**src/rtl/otp_keygen_pkg.sv**
```systemverilog
// otp_keygen_pkg: shared word size, LFSR defaults and FSM encoding for otp_keygen.
// MSG_SIZE may be supplied on the command line; it falls back to 8.
`ifndef MSG_SIZE
`define MSG_SIZE 8
`endif

package otp_keygen_pkg;

  localparam int MSG_W = `MSG_SIZE;
  localparam int CNT_W = (MSG_W > 1) ? $clog2(MSG_W) : 1;
  localparam logic [CNT_W-1:0] CNT_LAST = CNT_W'(MSG_W - 1);

  localparam int          DEF_LFSR_W = 32;
  localparam logic [31:0] DEF_TAPS   = 32'h8020_0003;
  localparam logic [31:0] DEF_SEED   = 32'h0000_0001;

  typedef enum logic [1:0] {
    ST_IDLE = 2'd0,
    ST_GEN  = 2'd1,
    ST_HOLD = 2'd2
  } state_e;

endpackage

```
**src/rtl/otp_lfsr.sv**
```systemverilog
// otp_lfsr: right-shifting Galois LFSR; out_bit is the bit leaving on the next step.
// A zero load value is replaced by DEFAULT_SEED so the register can never lock up at zero.
module otp_lfsr #(
  parameter int           W            = 32,
  parameter logic [W-1:0] TAPS         = W'(32'h8020_0003),
  parameter logic [W-1:0] DEFAULT_SEED = W'(32'h0000_0001)
) (
  input  logic         clk,
  input  logic         rst_n,
  input  logic         load,
  input  logic [W-1:0] load_val,
  input  logic         step,
  output logic [W-1:0] state,
  output logic         out_bit
);

  logic [W-1:0] lfsr_q;
  logic [W-1:0] lfsr_d;

  always_comb begin
    lfsr_d = lfsr_q;
    if (load) begin
      lfsr_d = (load_val == '0) ? DEFAULT_SEED : load_val;
    end else if (step) begin
      lfsr_d = (lfsr_q >> 1) ^ (lfsr_q[0] ? TAPS : '0);
    end
  end

  always_ff @(posedge clk or negedge rst_n) begin
    if (!rst_n) begin
      lfsr_q <= DEFAULT_SEED;
    end else begin
      lfsr_q <= lfsr_d;
    end
  end

  assign state   = lfsr_q;
  assign out_bit = lfsr_q[0];

endmodule

```
**src/rtl/otp_keygen.sv**
```systemverilog
// otp_keygen: packs the otp_lfsr keystream into MSG_W-bit one-time-pad words for the cypher.
// Define OTP_PREFETCH_EN to let HOLD assemble the next word, giving back-to-back keys.
module otp_keygen
  import otp_keygen_pkg::*;
#(
  parameter int                LFSR_W       = DEF_LFSR_W,
  parameter logic [LFSR_W-1:0] TAPS         = LFSR_W'(DEF_TAPS),
  parameter logic [LFSR_W-1:0] DEFAULT_SEED = LFSR_W'(DEF_SEED)
) (
  input  logic              clk,
  input  logic              rst_n,
  input  logic              enable,
  input  logic              seed_load,
  input  logic [LFSR_W-1:0] seed,
  input  logic              key_ready,
  output logic              key_valid,
  output logic [MSG_W-1:0]  otp,
  output logic              busy,
  output logic [1:0]        dbg_state,
  output logic [LFSR_W-1:0] dbg_lfsr
);

  // key_valid/key_ready: a key transfers on every rising edge where both are high; otp is
  // stable while key_valid is high and untaken, and key_ready alone has no effect.

`ifdef OTP_PREFETCH_EN
  localparam int ASM_W = MSG_W;
`else
  localparam int ASM_W = MSG_W - 1;
`endif

  state_e             state_q, state_d;
  logic [CNT_W-1:0]   cnt_q, cnt_d;
  logic [ASM_W-1:0]   asm_q, asm_d;
  logic [MSG_W-1:0]   otp_q, otp_d;
  logic               valid_q, valid_d;
  logic               lfsr_load, lfsr_step, lfsr_bit;
  logic [MSG_W-1:0]   word_now;
  logic               cnt_last;
`ifdef OTP_PREFETCH_EN
  logic               nxt_full_q, nxt_full_d;
`endif

  otp_lfsr #(
    .W            (LFSR_W),
    .TAPS         (TAPS),
    .DEFAULT_SEED (DEFAULT_SEED)
  ) u_lfsr (
    .clk      (clk),
    .rst_n    (rst_n),
    .load     (lfsr_load),
    .load_val (seed),
    .step     (lfsr_step),
    .state    (dbg_lfsr),
    .out_bit  (lfsr_bit)
  );

  always_comb begin
    state_d   = state_q;
    cnt_d     = cnt_q;
    asm_d     = asm_q;
    otp_d     = otp_q;
    valid_d   = valid_q;
    lfsr_load = 1'b0;
    lfsr_step = 1'b0;
`ifdef OTP_PREFETCH_EN
    nxt_full_d = nxt_full_q;
`endif
    // The word completing this cycle: earlier bits move up, the live LFSR bit enters at the LSB.
    word_now = {asm_q[MSG_W-2:0], lfsr_bit};
    cnt_last = (cnt_q == CNT_LAST);

    if (seed_load) begin
      lfsr_load = 1'b1;
      cnt_d     = '0;
      valid_d   = 1'b0;
      state_d   = ST_IDLE;
`ifdef OTP_PREFETCH_EN
      nxt_full_d = 1'b0;
`endif
    end else begin
      unique case (state_q)
        ST_IDLE: begin
          if (enable) state_d = ST_GEN;
        end
        ST_GEN: begin
          lfsr_step = 1'b1;
          asm_d     = word_now[ASM_W-1:0];
          if (cnt_last) begin
            otp_d   = word_now;
            cnt_d   = '0;
            valid_d = 1'b1;
            state_d = ST_HOLD;
          end else begin
            cnt_d = cnt_q + CNT_W'(1);
          end
        end
        ST_HOLD: begin
`ifdef OTP_PREFETCH_EN
          if (!nxt_full_q) begin
            lfsr_step = 1'b1;
            asm_d     = word_now;
            cnt_d     = cnt_last ? '0 : cnt_q + CNT_W'(1);
          end
          if (valid_q && key_ready) begin
            if (nxt_full_q) begin
              otp_d      = asm_q;
              nxt_full_d = 1'b0;
            end else if (cnt_last) begin
              otp_d = word_now;
            end else begin
              // Partial prefetch: finish the word in GEN from the preserved count.
              valid_d = 1'b0;
              state_d = ST_GEN;
            end
          end else if (!nxt_full_q && cnt_last) begin
            nxt_full_d = 1'b1;
          end
`else
          if (valid_q && key_ready) begin
            valid_d = 1'b0;
            state_d = enable ? ST_GEN : ST_IDLE;
          end
`endif
        end
        default: begin
          state_d = ST_IDLE;
        end
      endcase
    end
  end

  always_ff @(posedge clk or negedge rst_n) begin
    if (!rst_n) begin
      state_q <= ST_IDLE;
      cnt_q   <= '0;
      asm_q   <= '0;
      otp_q   <= '0;
      valid_q <= 1'b0;
`ifdef OTP_PREFETCH_EN
      nxt_full_q <= 1'b0;
`endif
    end else begin
      state_q <= state_d;
      cnt_q   <= cnt_d;
      asm_q   <= asm_d;
      otp_q   <= otp_d;
      valid_q <= valid_d;
`ifdef OTP_PREFETCH_EN
      nxt_full_q <= nxt_full_d;
`endif
    end
  end

  assign key_valid = valid_q;
  assign otp       = otp_q;
  assign busy      = (state_q == ST_GEN);
  assign dbg_state = state_q;

endmodule

```
**config.mk**
```make
export PLATFORM = sky130hd
export DESIGN_NAME = otp_keygen
export DESIGN_NICKNAME = d
export VERILOG_FILES = /design/src/rtl/otp_keygen_pkg.sv /design/src/rtl/otp_lfsr.sv /design/src/rtl/otp_keygen.sv
export SDC_FILE = /design/constraint.sdc
export NUM_CORES = 1
export LEC_CHECK = 0
export CORE_MARGIN = 8
export CORE_UTILIZATION = 49
export DETAILED_ROUTE_END_ITERATION = 10
export GPL_TIMING_DRIVEN = 0
export HOLD_SLACK_MARGIN = 0.06
export PLACE_DENSITY = 0.95
export SLEW_MARGIN = 10
export SYNTH_ARGS = -nofsm -noshare
export SYNTH_HDL_FRONTEND = slang
export SYNTH_SLANG_ARGS = --single-unit
export TNS_END_PERCENT = 1
```
**constraint.sdc**
```tcl
create_clock -name clk -period 2.9 [get_ports clk]
set_input_delay 0.58 -clock clk [delete_from_list [all_inputs] [get_ports clk]]
set_output_delay 0.58 -clock clk [all_outputs]
set_load 0.05 [all_outputs]
```
==> impl_metrics.xml <==
<?xml version="1.0" encoding="UTF-8"?>
<metrics>
  <group name="detailed_routing">
    <metric name="routed_wirelength" unit="mm">6.46</metric>
    <metric name="detail_route.first_pass.iterations" unit="">4</metric>
    <metric name="viasPerCell" unit="">5.23</metric>
    <metric name="drt-wirelength-per-cell" unit="um">17.0</metric>
    <metric name="ant_nets" unit="">0</metric>
    <metric name="vias" unit="">1987</metric>
    <metric name="drt_drc_violations_left" unit="">0</metric>
    <metric name="drtIter0Drc" unit="">62</metric>
  </group>
  <group name="clocking">
    <metric name="cts_inserted_buffers" unit="">5</metric>
    <metric name="postCtsResizedCells" unit="">0</metric>
    <metric name="clk_pin_slew_worst_paths" unit="ns">0.10</metric>
    <metric name="tritoncts" unit="">done</metric>
    <metric name="clockRootBuffer" unit="">clkbuf_8</metric>
    <metric name="cts_setup_buffers" unit="">0</metric>
    <metric name="clk_path_buf_depth" unit="">2</metric>
    <metric name="num_clock_sinks" unit="">53</metric>
    <metric name="ctsHtreeMaxLevel" unit="">2</metric>
    <metric name="clock_latency" unit="ns">0.31</metric>
    <metric name="hold_buffers" unit="">0</metric>
  </group>
  <group name="global_route">
    <metric name="grt_start_max_net_pins" unit="">33</metric>
    <metric name="global_route_wire_length_before_repair" unit="mm">10.7</metric>
    <metric name="grt_util_all_layers" unit="%">17.8</metric>
    <metric name="grt_antenna_before_repair" unit="">0</metric>
    <metric name="gr-total-overflow" unit="">0</metric>
    <metric name="number_of_global_route_vias_before_repair" unit="">2164</metric>
  </group>
  <group name="finish">
    <metric name="area_delta_synth_final" unit="%">39.5</metric>
    <metric name="final_net_count" unit="">348</metric>
    <metric name="finalNonFillerCells" unit="">380</metric>
    <metric name="diodes" unit="">0</metric>
    <metric name="layout_commonest_cell" unit="">clkdlybuf4s50_1</metric>
    <metric name="layout_common_cells" unit="">clkdlybuf4s50_1 (78), dfrtp_1 (52), nand2_1 (39)</metric>
    <metric name="post_route_cells_drive_above_1_share" unit="%">12.3</metric>
    <metric name="fillerInstances" unit="">401</metric>
  </group>
  <group name="power_and_ir_drop">
    <metric name="share_seq_of_total_power" unit="%">47.4</metric>
    <metric name="power.switching" unit="mW">0.693</metric>
    <metric name="switching_share" unit="%">35.4</metric>
    <metric name="power.static_leakage" unit="nW">1.59</metric>
    <metric name="max-vdd-ir-drop" unit="mV">0.300</metric>
    <metric name="comb_power_share" unit="%">30.8</metric>
    <metric name="clkPwrFrac" unit="%">21.8</metric>
    <metric name="intPower" unit="mW">1.27</metric>
    <metric name="p_per_area" unit="nW/um^2">562</metric>
  </group>
  <group name="die">
    <metric name="floorplan.die.width" unit="um">87.4</metric>
    <metric name="std_cell_rows" unit="">26</metric>
    <metric name="die_outline_area" unit="sq um">7640</metric>
    <metric name="core-area" unit="sq um">5010</metric>
    <metric name="io_pins" unit="">81</metric>
    <metric name="start_util" unit="%">49.9</metric>
    <metric name="floorplan.die.height" unit="um">87.4</metric>
  </group>
  <group name="yosys">
    <metric name="yosys_warnings" unit="">0</metric>
    <metric name="synth_area_per_cell" unit="sq um">11.2</metric>
    <metric name="synth.yosys.seq_area_share" unit="%">53.2</metric>
    <metric name="synth_cell_type_count" unit="">29</metric>
    <metric name="synthesis.nets" unit="">261</metric>
    <metric name="post_synth_instance_area" unit="sq um">2500</metric>
    <metric name="yosys_register_bits" unit="">53</metric>
    <metric name="gate_count_post_synth" unit="">222</metric>
  </group>
  <group name="timing">
    <metric name="timing.clock.skew" unit="ns">0.0103</metric>
    <metric name="period_share" unit="%">88.6</metric>
    <metric name="relSlewSlack" unit="%">64.6</metric>
    <metric name="actual_transition_at_the_worst_max_transition_pin" unit="ns">0.529</metric>
    <metric name="final.setup.worst_slack" unit="ns">0.329</metric>
    <metric name="setup-violations-final" unit="">0</metric>
    <metric name="grt_setup_unrepaired" unit="">no</metric>
    <metric name="fmaxAchievable" unit="MHz">389</metric>
    <metric name="hold_ws" unit="ns">0.223</metric>
    <metric name="drv_slew" unit="">0</metric>
    <metric name="tmin_final" unit="ns">2.57</metric>
    <metric name="final_hold_violating_endpoints" unit="">0</metric>
  </group>
  <group name="worst_setup_path">
    <metric name="critPathArrivalTime" unit="ns">1.99</metric>
    <metric name="critical_path.startpoint" unit="">dbg_state[1]$_DFFE_PN0P_</metric>
    <metric name="critical_path_peak_fanout" unit="">6</metric>
    <metric name="critical_path.reg2reg.startpoint" unit="">cnt_q[0]$_DFFE_PN0N_</metric>
    <metric name="worst_ep_required_time" unit="ns">2.32</metric>
    <metric name="cp-end-kind" unit="">output pin</metric>
    <metric name="start_kind" unit="">flip-flop</metric>
    <metric name="setup.worst_path.class" unit="">reg -&gt; out</metric>
  </group>
  <group name="placed_design">
    <metric name="numPortBuffers" unit="">79</metric>
    <metric name="dp_slack" unit="ns">0.682</metric>
    <metric name="post-dp-hpwl" unit="mm">5.16</metric>
    <metric name="gp_congestion" unit="">0.807</metric>
    <metric name="place.detailed.instances" unit="">372</metric>
  </group>
  <group name="status">
    <metric name="run_status" unit="">finished, final reports clean</metric>
  </group>
  <group name="worst_hold_path">
    <metric name="hold_path.class" unit="">in -&gt; async</metric>
  </group>
  <group name="flow_run">
    <metric name="max_cap_violations" unit="">0</metric>
  </group>
</metrics>
[power by group through the flow]
stage	logic [mW]	registers (mW)	clock network, mW
after floorplan	0.204	1.09	0
after global placement	0.591	0.929	0
after detailed placement	0.610	0.940	0
after CTS	0.612	0.926	0.433
after global routing	0.645	0.941	0.466
final	0.604	0.927	0.427
[worst max-delay path, cell delays in order, from the launching register on]
cell,delay [ns]
dfrtp_1,0.43
nand2b_4,0.19
inv_1,0.20
clkdlybuf4s50_1,0.85
[stage by stage]
step | cell area (sq um) | power [mW] | utilization (%) | TNS, ns
after floorplan | 2500 | 1.30 | - | 0
after global placement | 3380 | 1.52 | 67.4 | -13.84
after detailed placement | 3390 | 1.55 | 67.7 | 0
after CTS | 3480 | 1.97 | 69.6 | 0
after global routing | 3480 | 2.05 | 69.6 | 0
final | 3480 | 1.96 | 69.6 | 0
[cell usage after synthesis]
| library cell | number | area share, % |
|---|---|---|
| dfrtp_1 | 52 | 52 |
| nand2_1 | 39 | 5.9 |
| mux2i_1 | 29 | 12 |
| o21ai_1 | 23 | 4.6 |
| o21ai_0 | 10 | 2.0 |
| mux2_4 | 8 | 4.8 |
| nor4_1 | 8 | 2.0 |
| a21oi_1 | 7 | 1.4 |
| clkbuf_1 | 7 | 1.1 |
| mux2_2 | 7 | 3.2 |
| nor2_1 | 6 | 0.90 |
| buf_6 | 4 | 1.8 |
| xnor2_1 | 3 | 1.1 |
| buf_4 | 2 | 0.60 |
| ha_1 | 2 | 1.0 |
| nand4_1 | 2 | 0.50 |
| a21bo_2 | 1 | 0.40 |
| and2_4 | 1 | 0.35 |
| and2b_1 | 1 | 0.30 |
| buf_2 | 1 | 0.20 |
| buf_8 | 1 | 0.60 |
| dfstp_2 | 1 | 1.1 |
| inv_1 | 1 | 0.15 |
| nand2b_4 | 1 | 0.55 |
| nor2_8 | 1 | 0.80 |
| nor2b_1 | 1 | 0.25 |
| nor3_1 | 1 | 0.20 |
| o21a_1 | 1 | 0.30 |
| o22a_1 | 1 | 0.35 |
[registers in the layout, indices dropped and copies added, names as in the netlist]
| name | cells |
|---|---|
| u_lfsr.state | 32 |
| otp | 8 |
| asm_q | 7 |
| cnt_q | 3 |
| dbg_state | 2 |
| key_valid | 1 |
[metal layers]
layer  global-route usage (%)  routed length [um]  vias up
met5                        0                   0        -
met4                     5.63                 143        0
met3                     5.00                 391       14
met2                     31.5                3390       56
met1                     20.0                2540      967
li1                         -                   -      950
[logic make-up (layout without fill, tap and decap cells)]
logic type | after synthesis | count (layout) | share of synthesized area [%]
AND/OR/NAND/NOR | 61 | 61 | 11.7
adder cells (fa/ha/maj) | 2 | 2 | 1.00
AO/OA/AOI/OAI | 43 | 43 | 9.07
XOR/XNOR | 3 | 3 | 1.05
multiplexers | 44 | 44 | 19.6
flip-flops | 53 | 53 | 53.2
buffers and inverters | 16 | 104 | 4.41
[cell type report]
cell class	instances	area, sq um	area share [%]
clock inverter	3	25.0	0.718
buffer	15	106	3.05
timing repair buffer	80	806	23.1
multi-input combinational	153	1060	30.4
clock buffer	5	68.8	1.97
inverter	1	3.75	0.108
tap	70	87.6	2.51
sequential	53	1330	38.1
[path summary, 6_finish.rpt]
kind                                                to  slack, ns  depth (start not counted)
setup / recovery                                  busy       0.33                          3
setup reg to reg                    otp[6]$_DFFE_PN0P_       1.36                          5
max in group asynchronous  u_lfsr.state[0]$_DFFE_PN1P_       2.06                          2
hold reg to reg                     otp[0]$_DFFE_PN0P_       0.52                          1
hold / removal             u_lfsr.state[6]$_DFFE_PN0P_       0.22                          1
min in group clk                    otp[0]$_DFFE_PN0P_       0.52                          1
No activity file was read; power rests on OpenSTA's default activity.
